**config.mk**
```make
export PLATFORM = sky130hd
export DESIGN_NAME = vga_scanout
export DESIGN_NICKNAME = d
export VERILOG_FILES = /design/src/rtl/vga_pkg.sv /design/src/rtl/vga_timing_gen.sv /design/src/rtl/vga_scanout.sv
export SDC_FILE = /design/constraint.sdc
export NUM_CORES = 1
export LEC_CHECK = 0
export CAP_MARGIN = 20
export CORE_ASPECT_RATIO = 1.4
export CORE_MARGIN = 5
export CORE_UTILIZATION = 52
export DETAILED_ROUTE_END_ITERATION = 7
export PLACE_DENSITY_LB_ADDON = 0.15
export SLEW_MARGIN = 25
export SYNTH_ARGS = -nofsm -noshare
export SYNTH_HDL_FRONTEND = slang
export SYNTH_HIERARCHICAL = 1
export SYNTH_SLANG_ARGS = --single-unit
```
**constraint.sdc**
```tcl
create_clock -name clock -period 3.6 [get_ports clock]
set_clock_uncertainty 0.2 [all_clocks]
set_input_delay 0.72 -clock clock [delete_from_list [all_inputs] [get_ports clock]]
set_output_delay 0.72 -clock clock [all_outputs]
set_load 0.02 [all_outputs]
```
**src/rtl/vga_pkg.sv**
```systemverilog
// vga_pkg: 640x480@60 timing, 320x240 frame-buffer geometry and colour helpers.
// SCANOUT_TEST_PATTERN_EN (seen by vga_scanout) replaces frame-buffer colour with bars.
`timescale 1ns/1ps
package vga_pkg;

    localparam int CNT_W = 10;
    typedef logic [CNT_W-1:0] cnt_t;

    localparam cnt_t H_VIS   = 10'd640;
    localparam cnt_t H_FP    = 10'd16;
    localparam cnt_t H_SYNC  = 10'd96;
    localparam cnt_t H_BP    = 10'd48;
    localparam cnt_t H_TOTAL = H_VIS + H_FP + H_SYNC + H_BP;
    localparam cnt_t H_SYNC_START = H_VIS + H_FP;
    localparam cnt_t H_SYNC_END   = H_SYNC_START + H_SYNC;

    localparam cnt_t V_VIS   = 10'd480;
    localparam cnt_t V_FP    = 10'd10;
    localparam cnt_t V_SYNC  = 10'd2;
    localparam cnt_t V_BP    = 10'd33;
    localparam cnt_t V_TOTAL = V_VIS + V_FP + V_SYNC + V_BP;
    localparam cnt_t V_SYNC_START = V_VIS + V_FP;
    localparam cnt_t V_SYNC_END   = V_SYNC_START + V_SYNC;

    localparam int FB_W     = 320;
    localparam int FB_H     = 240;
    localparam int FB_DEPTH = FB_W * FB_H;
    localparam int ADDR_W   = $clog2(FB_DEPTH);
    localparam int COLOUR_W = 6;

    typedef logic [ADDR_W-1:0]   addr_t;
    typedef logic [COLOUR_W-1:0] colour_t;
    typedef logic [8:0]          fb_x_t;
    typedef logic [7:0]          fb_y_t;

    localparam int R_HI = 5;
    localparam int R_LO = 4;
    localparam int G_HI = 3;
    localparam int G_LO = 2;
    localparam int B_HI = 1;
    localparam int B_LO = 0;

    typedef struct packed {
        logic [7:0] r;
        logic [7:0] g;
        logic [7:0] b;
    } rgb_t;

    typedef struct packed {
        logic vis;
        logic hs;
        logic vs;
    } sync_t;

    localparam sync_t SYNC_IDLE = '{vis: 1'b0, hs: 1'b1, vs: 1'b1};

    function automatic logic [7:0] expand2(input logic [1:0] c);
        return {4{c}};
    endfunction

    function automatic rgb_t expand(input colour_t c);
        rgb_t p;
        p.r = expand2(c[R_HI:R_LO]);
        p.g = expand2(c[G_HI:G_LO]);
        p.b = expand2(c[B_HI:B_LO]);
        return p;
    endfunction

    // y*320 as y*256 + y*64 keeps the address path multiplier-free
    function automatic addr_t fb_addr(input fb_x_t x, input fb_y_t y);
        addr_t yy;
        yy = addr_t'(y);
        return (yy << 8) + (yy << 6) + addr_t'(x);
    endfunction

endpackage

```
**src/rtl/vga_timing_gen.sv**
```systemverilog
// vga_timing_gen: free-running h/v counters and the stage-0 visibility/sync terms.
// Frame-buffer coordinates come out already halved for pixel doubling.
`timescale 1ns/1ps
module vga_timing_gen
    import vga_pkg::*;
(
    input  logic       clock,
    input  logic       resetn,
    output fb_x_t      x0,
    output fb_y_t      y0,
    output logic [2:0] bar0,
    output logic       vis0,
    output logic       hs0,
    output logic       vs0,
    output logic       last0,
    output logic       vblank
);

    localparam cnt_t LAST_H = cnt_t'(2 * FB_W - 1);
    localparam cnt_t LAST_V = cnt_t'(2 * FB_H - 1);

    cnt_t h_q;
    cnt_t v_q;
    logic h_last;
    logic v_last;

    assign h_last = (h_q == H_TOTAL - 1'b1);
    assign v_last = (v_q == V_TOTAL - 1'b1);

    always_ff @(posedge clock or negedge resetn) begin
        if (!resetn) begin
            h_q    <= '0;
            v_q    <= '0;
            vblank <= 1'b0;
        end else begin
            h_q <= h_last ? '0 : h_q + 1'b1;
            if (h_last)
                v_q <= v_last ? '0 : v_q + 1'b1;
            vblank <= (v_q >= V_VIS);
        end
    end

    assign x0    = h_q[9:1];
    assign y0    = v_q[8:1];
    assign bar0  = h_q[9:7];
    assign vis0  = (h_q < H_VIS) && (v_q < V_VIS);
    assign hs0   = !((h_q >= H_SYNC_START) && (h_q < H_SYNC_END));
    assign vs0   = !((v_q >= V_SYNC_START) && (v_q < V_SYNC_END));
    assign last0 = (h_q == LAST_H) && (v_q == LAST_V);

endmodule

```
**src/rtl/vga_scanout.sv**
```systemverilog
// vga_scanout: 320x240 frame buffer to 640x480@60 VGA with 2x pixel doubling.
// SCANOUT_TEST_PATTERN_EN: colour bars from h[9:7], no frame-buffer reads.
`timescale 1ns/1ps
module vga_scanout
    import vga_pkg::*;
(
    input  logic                clock,
    input  logic                resetn,
    input  logic [COLOUR_W-1:0] mem_q,
    output logic [ADDR_W-1:0]   mem_address,
    output logic                mem_read,
    output logic [7:0]          vga_r,
    output logic [7:0]          vga_g,
    output logic [7:0]          vga_b,
    output logic                vga_hs,
    output logic                vga_vs,
    output logic                vga_blank_n,
    output logic                vblank,
    output logic                frame_done
);

    fb_x_t      x0;
    fb_y_t      y0;
    logic [2:0] bar0;
    logic       vis0;
    logic       hs0;
    logic       vs0;
    logic       last0;

    vga_timing_gen u_timing (
        .clock  (clock),
        .resetn (resetn),
        .x0     (x0),
        .y0     (y0),
        .bar0   (bar0),
        .vis0   (vis0),
        .hs0    (hs0),
        .vs0    (vs0),
        .last0  (last0),
        .vblank (vblank)
    );

    logic    rd_q;
    sync_t   s1;
    sync_t   s2;
    colour_t pix2;
    rgb_t    rgb2;

    always_ff @(posedge clock or negedge resetn) begin
        if (!resetn) begin
            rd_q        <= 1'b0;
            mem_address <= '0;
            frame_done  <= 1'b0;
            s1          <= SYNC_IDLE;
        end else begin
            rd_q        <= vis0;
            mem_address <= vis0 ? fb_addr(x0, y0) : '0;
            frame_done  <= last0;
            s1          <= '{vis: vis0, hs: hs0, vs: vs0};
        end
    end

    // mem_q for the stage-1 address lands while s2 holds its timing
    always_ff @(posedge clock or negedge resetn) begin
        if (!resetn)
            s2 <= SYNC_IDLE;
        else
            s2 <= s1;
    end

`ifdef SCANOUT_TEST_PATTERN_EN
    logic [2:0] bar1;
    logic [2:0] bar2;
    logic       unused_fb;

    always_ff @(posedge clock or negedge resetn) begin
        if (!resetn) begin
            bar1 <= '0;
            bar2 <= '0;
        end else begin
            bar1 <= bar0;
            bar2 <= bar1;
        end
    end

    assign pix2      = {bar2, bar2};
    assign mem_read  = 1'b0;
    assign unused_fb = ^{mem_q, rd_q};
`else
    logic unused_bar;

    assign pix2       = mem_q;
    assign mem_read   = rd_q;
    assign unused_bar = ^bar0;
`endif

    assign rgb2 = s2.vis ? expand(pix2) : '0;

    always_ff @(posedge clock or negedge resetn) begin
        if (!resetn) begin
            vga_r       <= '0;
            vga_g       <= '0;
            vga_b       <= '0;
            vga_hs      <= 1'b1;
            vga_vs      <= 1'b1;
            vga_blank_n <= 1'b0;
        end else begin
            vga_r       <= rgb2.r;
            vga_g       <= rgb2.g;
            vga_b       <= rgb2.b;
            vga_hs      <= s2.hs;
            vga_vs      <= s2.vs;
            vga_blank_n <= s2.vis;
        end
    end

endmodule
```
# Word-level counts from Yosys, hierarchy flattened
# Index checks and enable logic that the tools add are counted.
[totals]
regBits = 72
out_inout_bits = 47
elab_cells = 42
[op_classes]
mux = 4
n_eq_ne = 4
n_addsub = 4
order_cmp = 7
reduce_logical = 6
[op_table]
columns = ["op", "n"]
rows = [
  ["== test 10 bit, second input constant", 3],
  ["2-to-1 mux 24 bit", 1],
  ["adder 10 x 1 -> 10 bit, second input constant", 2],
  ["greater-or-equal comparator 10 x 9 -> 1 bit, second input constant", 2],
  ["< comparator 10 bit, second input constant", 2],
  ["< comparator 10 x 9 -> 1 bit, second input constant", 2],
  ["2-to-1 mux 10 bit", 2],
  ["adder 16 x 14 -> 17 bit", 1],
  ["adder 17 x 9 -> 17 bit", 1],
  ["2-to-1 mux 17 bit", 1],
  ["== test 10 x 9 -> 1 bit, second input constant", 1],
  ["greater-or-equal comparator 10 bit, second input constant", 1],
  ["logical AND 1 bit", 4],
  ["logical NOT 1 bit", 2],
]

# Depth between registers and ports, before layout
# Gate-level depths: netlist (run 1).
[depth]
depth_word = 3
depth_mapped = 9

# By module
# Netlist (run 1), hierarchy kept.
[modules_own_cells]
columns = ["mod", "area_per_inst_um2", "seq_area_each_um2", "cells_each", "n_inst"]
rows = [
  ["vga_scanout", 1662.8, 833.3, 141, 1],
  ["vga_timing_gen", 1296.2, 525.5, 131, 1],
]

# Worst setup path before layout (run 1)
# No wires, ideal clock.
[synth_timing]
path_type = "flip-flop to flip-flop"
from = "register u_timing.h_q[9]"
to = "register mem_address[12]"
setup_ps = 104
synth_period_minus_slack_ps = 2626
path_buffers = 1
path_slack_ps = 974
t_arrival_ps = 2322
stages_incl_launch_ff = 10
path_cell_list = "dfrtp_1 -> buf_4 -> inv_1 -> fa_1 -> inv_1 -> ha_1 -> a211o_1 -> a21oi_4 -> mux2_1 -> o311ai_1"
[synth_via]
elab_chain_cells = 3
word_cells_on_any_way = 4
[synth_lines]
columns = ["item", "line_no", "text"]
rows = [
  ["start, declared", "vga_timing_gen.sv:22", "cnt_t h_q;"],
  ["start signal, assigned", "vga_timing_gen.sv:36", "h_q <= h_last ? '0 : h_q + 1'b1;"],
  ["parallel branches: the longest is 2 deep, another holds adder 17 x 9 -> 17 bit", "n/a", ""],
  ["2-to-1 mux 17 bit (*)", "vga_scanout.sv:57", "mem_address <= vis0 ? fb_addr(x0, y0) : '0;"],
  ["end signal, assigned", "vga_scanout.sv:57", ""],
  ["end, declared", "vga_scanout.sv:10", "output logic [ADDR_W-1:0] mem_address,"],
]
# Mark *: on every way between the ends.
# A chain may end at the register's enable or synchronous reset.

# Worst setup path after layout (run 1)
[layout_timing]
from = "register u_timing.v_q[3]"
to = "register mem_address[12]"
[layout_via]
elab_chain_cells = 3
word_cells_on_any_way = 5
[layout_lines]
columns = ["item", "line_no", "text"]
rows = [
  ["start, declared", "vga_timing_gen.sv:23", "cnt_t v_q;"],
  ["start signal, assigned", "vga_timing_gen.sv:38", "v_q <= v_last ? '0 : v_q + 1'b1;"],
  ["adder 16 x 14 -> 17 bit or < comparator 10 x 9 -> 1 bit (tied branches)", "vga_pkg.sv:73, vga_timing_gen.sv:46", ""],
  ["adder 17 x 9 -> 17 bit or logical AND 1 bit (tied branches)", "vga_pkg.sv:73, vga_timing_gen.sv:46", ""],
  ["2-to-1 mux 17 bit (*)", "vga_scanout.sv:57", ""],
]
# Mark *: on every way between the ends. The rest lies on a longest branch, timed or not.

==> results of run 1 <==
[worst paths after layout]
kind / to
worst min register to register: vga_hs
min in group asynchronous: vga_b[6]
worst min-delay path: vga_hs
worst max register to register: mem_address[12]
max in group asynchronous: mem_address[10]
worst max-delay path: mem_address[12]
[power by group through the flow]
stage / Sequential (mW) / Combinational (mW) / Clock, mW
detailed placement: 0.625 / 0.0682 / 0
global placement: 0.624 / 0.0675 / 0
floorplan: 0.629 / 0.0309 / 0
global route: 0.614 / 0.0716 / 0.463
finish: 0.613 / 0.0665 / 0.427
CTS: 0.613 / 0.0684 / 0.438
[flip-flops by register name (all words and copies together) (netlist names)]
register	flops
mem_address	17
u_timing/h_q	10
u_timing/v_q	10
s1	3
s2	3
vga_b	2
vga_g	2
vga_r	2
frame_done	1
u_timing/vblank	1
vga_blank_n	1
vga_hs	1
vga_vs	1
[per-stage QoR]
| stage | instance area (µm²) | hold WS (ns) |
|---|---|---|
| final | 3400 | 0.163 |
| after detailed placement | 3280 | 0.148 |
| after global placement | 3280 | 0.146 |
| after global routing | 3400 | 0.172 |
| after floorplan | 2940 | 0.145 |
| after CTS | 3400 | 0.165 |
[routing by layer]
metal / vias to the layer above / wire, µm / GRT usage (%)
li1: 941 / - / -
met1: 926 / 2120 / 18.5
met2: 43 / 2780 / 27.0
met3: 10 / 212 / 2.45
met4: 0 / 133 / 5.58
met5: - / 0 / 0
[critical path, stage by stage, from the launching register on]
cell and delay [ns]:
dfrtp_1 0.52, inv_1 0.09, fa_1 0.54, inv_1 0.06, ha_1 0.30, a211o_1 0.31
a21oi_4 0.17, mux2_1 0.33, o311ai_1 0.07
[area by class of cell]
cell class	count	area, µm²	area share [%]
inverters	15	56.3	1.65
well taps	68	85.1	2.50
flip-flops and latches	54	1360	39.9
clock inverters	2	38.8	1.14
repair buffers	56	551	16.2
clock buffers	6	82.6	2.43
multi-input cells	161	1230	36.2
==> impl_results.md, run 1 <==
* Vias per std cell at 5.30
* TritonCTS Buffers at 5
* Fraction of the cycle the final worst path needs at 75.2%
* Fmax at 369 MHz
* DR iter-0 viols at 100
* Core box area at 0.00549 mm²
* Syn_area_per_cell at 10.9 µm²
* Yosys warning count at 6
* Clock Sinks at 54
* FF-to-FF Start: u_timing/v_q[3]
* DRC at 0
* Initial Util at 53.5%
* Switch Pwr at 0.236 mW
* Die width at 73.5 µm
* DRT Pass-1 Iters at 4
* P&R area growth vs syn at 15.9%
* Required time worst endpoint at 3.60 ns
* Internal cell power at 0.870 mW
* Worst hold-check path type: register to register
* Grt total ovfl at 0
* Layout cell share with drive strength beyond 1 at 9.18%
* Tot GR Track Use at 15.4%
* Global-route wire length before repair at 8890 µm
* Post-Synthesis Cell Area at 0.00294 mm²
* Clk pwr share at 38.6%
* DRT antenna net count at 0
* Syn nets at 298
* Port bufs at 54
* Switch share at 21.4%
* Deepest clock path buffer count at 2
* Most frequent cells in the layout: clkdlybuf4s50_1, dfrtp_1, ha_1
* Critical Path AT at 2.71 ns
* Worst Setup End Kind: register
* Rows at 32
* H-tree Lvls at 2
* Critical Path Start Type: register
* Drt wl/cell at 14.5 µm
* Diodes inserted at 0
* Most common cell after layout, fill and taps aside: clkdlybuf4s50_1
* Largest net degree at the start of global routing at 55
* Die ar. at 0.00727 mm²
* VDD IR max at 0.000327 V
* Pwr/cell area at 325 mW/mm²
* Root Buffer: clkbuf_8
* Hold Path Stages at 0
* Final net count at 322
* CTS tree: done
* Leak at 1.55 nW
* HPWL after DPL at 3920 µm
* GP Congestion at 0.814
* Post-Syn Instances at 269
* Post-cts sizing count at 0
* Vias in the first global route at 1897
* Max-Cap Viols at 0
* Max-slew headroom at 55.5%
* WL final at 5240 µm
* Status: complete, no violations
* Placed insts at 354
* Core Util, Final at 62.1%
* Seq pwr share at 55.4%
* Overall Power at 1.11 mW
* Fillers at 452
* RSZ-0062 raised after global routing: no
* R2R setup slack at 0.89 ns
* Hold Vio Cnt, Final at 0
* Post-route non-filler standard cell count at 362
* # hold bufs at CTS at 0
* Initial antenna violation count at 0
* IO Pins at 55
* Number of max-slew violations in the final report at 0
* DIE HEIGHT at 98.9 µm
* Hold Crit Start: s2[1]
* Via count at 1920
* Total Neg Setup Slack at 0 ns
* Post-CTS Setup Bufs at 0
* Clk_lat worst skew at 0.30 ns
* CP Launch Point: u_timing/v_q[3]
* Post-place setup slack at 0.935 ns
* Tmin final at 2.71 ns
* CP max FO at 9
* Clk slew on worst S/H paths at 0.10 ns
* Setup CP Type: register to register
* Worst Tran Pin Value at 0.668 ns
* Combinational share of power at 6.0%
* Final setup vio count at 0
* Setup ws final at 0.892 ns
* Reg2Reg Depth at 8
Power figures use the tool's default switching activity.
==> inputs of run 2 (changes only) <==
Clock period 3.6 ns to 2.76 ns, I/O delays scaled along.
==> run 2 against run 1 <==
Sequential power rose by 30%. Utilization rose by 0.94 points. Clock-buffer cell count fell by 1. Cell count rose by 1.9%. Fmax rose by 5.6%. Critical path depth did not move. Worst setup slack got worse by 0.70 ns. First-iteration DRC count fell by 9.0%. Global-route usage rose by 0.10 points. Flip-flop and latch count did not move. Hold slack got worse by 0.15 ns. Critical endpoint unchanged. Highest routed layer unchanged.
==> impl_results.md, run 2 (synthesized netlist as in run 1, its figures left out) <==
* Hold_ws at 0.0116 ns
* Die ar. at 0.00727 mm²
* Top delay family on crit path: adder cells
* CTS tree: done
* Clk_lat worst skew at 0.31 ns
* DIE HEIGHT at 98.9 µm
* # hold bufs at CTS at 0
* Grt total ovfl at 0
* Finished Cell Area at 0.00346 mm²
* Diodes inserted at 0
* Clk slew on worst S/H paths at 0.10 ns
* CP max FO at 2
* TritonCTS Buffers at 5
* Core Util, Final at 63.0%
* Initial antenna violation count at 0
* Most frequent cells in the layout: clkdlybuf4s50_1, dfrtp_1, ha_1
* Deepest clock path buffer count at 2
* Setup ws final at 0.195 ns
* GP Congestion at 0.773
* Dpl cell area at 0.00334 mm²
* H-tree Lvls at 2
* Status: complete, no violations
* Die width at 73.5 µm
* Max reg flops at 17
* Worst hold-check path type: primary input to asynchronous set/reset pin
* Global-route wire length before repair at 8830 µm
* HPWL after DPL at 3890 µm
* Initial Util at 53.5%
* Layout cell share with drive strength beyond 1 at 11.3%
* P&R area growth vs syn at 17.7%
* Tot GR Track Use at 15.5%
* Rows at 32
* Worst Tran Pin Value at 0.510 ns
* Fmax at 390 MHz
* Vias in the first global route at 1878
* Largest registers: mem_address x17, u_timing/h_q x10, u_timing/v_q x10
* Core box area at 0.00549 mm²
* Final setup vio count at 0
* Leak at 1.58 nW
* WP buf/inv at 2
* Overall Power at 1.43 mW
* Total Neg Setup Slack at 0 ns
* Worst Setup End Kind: register
* Max-Cap Viols at 0
* RSZ-0062 raised after global routing: no
* Post-cts sizing count at 0
* Biggest register: mem_address
* Critical Path Start Type: register
* Top cell by count, worst path: inv_1
* Fraction of the cycle the final worst path needs at 92.9%
* Post-route non-filler standard cell count at 369
* Vias per std cell at 5.30
* Largest net degree at the start of global routing at 44
* Via count at 1956
* Slowest-stage cell, CP: fa_1
* Critical path's largest stage delay at 0.58 ns
* DR iter-0 viols at 91
* Root Buffer: clkbuf_8
* Port bufs at 54
* Final net count at 329
* WL final at 5120 µm
* DRT Pass-1 Iters at 4
* VDD IR max at 0.000293 V
* Hold Vio Cnt, Final at 0
* Critical Path AT at 2.56 ns
* Placed insts at 361
* DRT antenna net count at 0
* IO Pins at 55
* CP Cell Sequence: inv_1 -> fa_1 -> inv_1 -> ha_1 -> a211o_1 -> a21oi_4 -> mux2_1 -> o311ai_1
* Setup CP Type: register to register
* DRC at 0
* Drt wl/cell at 13.9 µm
* Max-slew headroom at 65.8%
* Post-CTS Setup Bufs at 0
* Pwr/cell area at 414 mW/mm²
* Clock Sinks at 54
* Required time worst endpoint at 2.75 ns
* Number of max-slew violations in the final report at 0
* Post-place setup slack at 0.219 ns
* Most common cell after layout, fill and taps aside: clkdlybuf4s50_1
* Tmin final at 2.56 ns
run 2: cell types whose count changed in the layout (fill, tap and decap cells not counted):
cell	change
buf_2	-1
inv_8	+1
buf_4	+8
clkinvlp_4	+1
inv_6	-1
clkbuf_8	-1
run 2: layout make-up:
class | count | area [µm²]
multi-input combinational | 161 | 1230
tap | 68 | 85.1
sequential | 54 | 1360
clock buffer | 5 | 68.8
inverter | 15 | 56.3
clock inverter | 3 | 48.8
fill | 438 | 2030
timing repair buffer | 63 | 606
run 2: per-layer routing:
| layer | global-route usage [%] | wire length, µm |
|---|---|---|
| met4 | 7.11 | 162 |
| met1 | 19.3 | 2090 |
| met2 | 25.6 | 2610 |
| met3 | 2.76 | 259 |
| met5 | 0 | 0 |
run 2: worst paths after layout:
path,from,end,slack [ns],depth (start not counted)
max in group asynchronous,resetn,u_timing/v_q[4],1.84,2
max reg2reg,u_timing/h_q[9],mem_address[12],0.20,8
min,resetn,vga_b[6],0.01,1
min reg2reg,s2[0],vga_vs,0.16,0
max,u_timing/h_q[9],mem_address[12],0.20,8
min in group clock,s2[0],vga_vs,0.16,0
run 2: report_power, final:
group / internal (mW) / switching, mW / total, mW
Clock: 0.276 / 0.268 / 0.544
Combinational: 0.0418 / 0.0466 / 0.0884
Sequential: 0.796 / 0.00390 / 0.799
Total: 1.11 / 0.318 / 1.43
==> inputs of run 3 (changes only) <==
Settings changed: CTS_CLUSTER_DIAMETER set to 100.
==> results of run 3 <==
Final layout, timing and power as in run 2 (identical DEF).
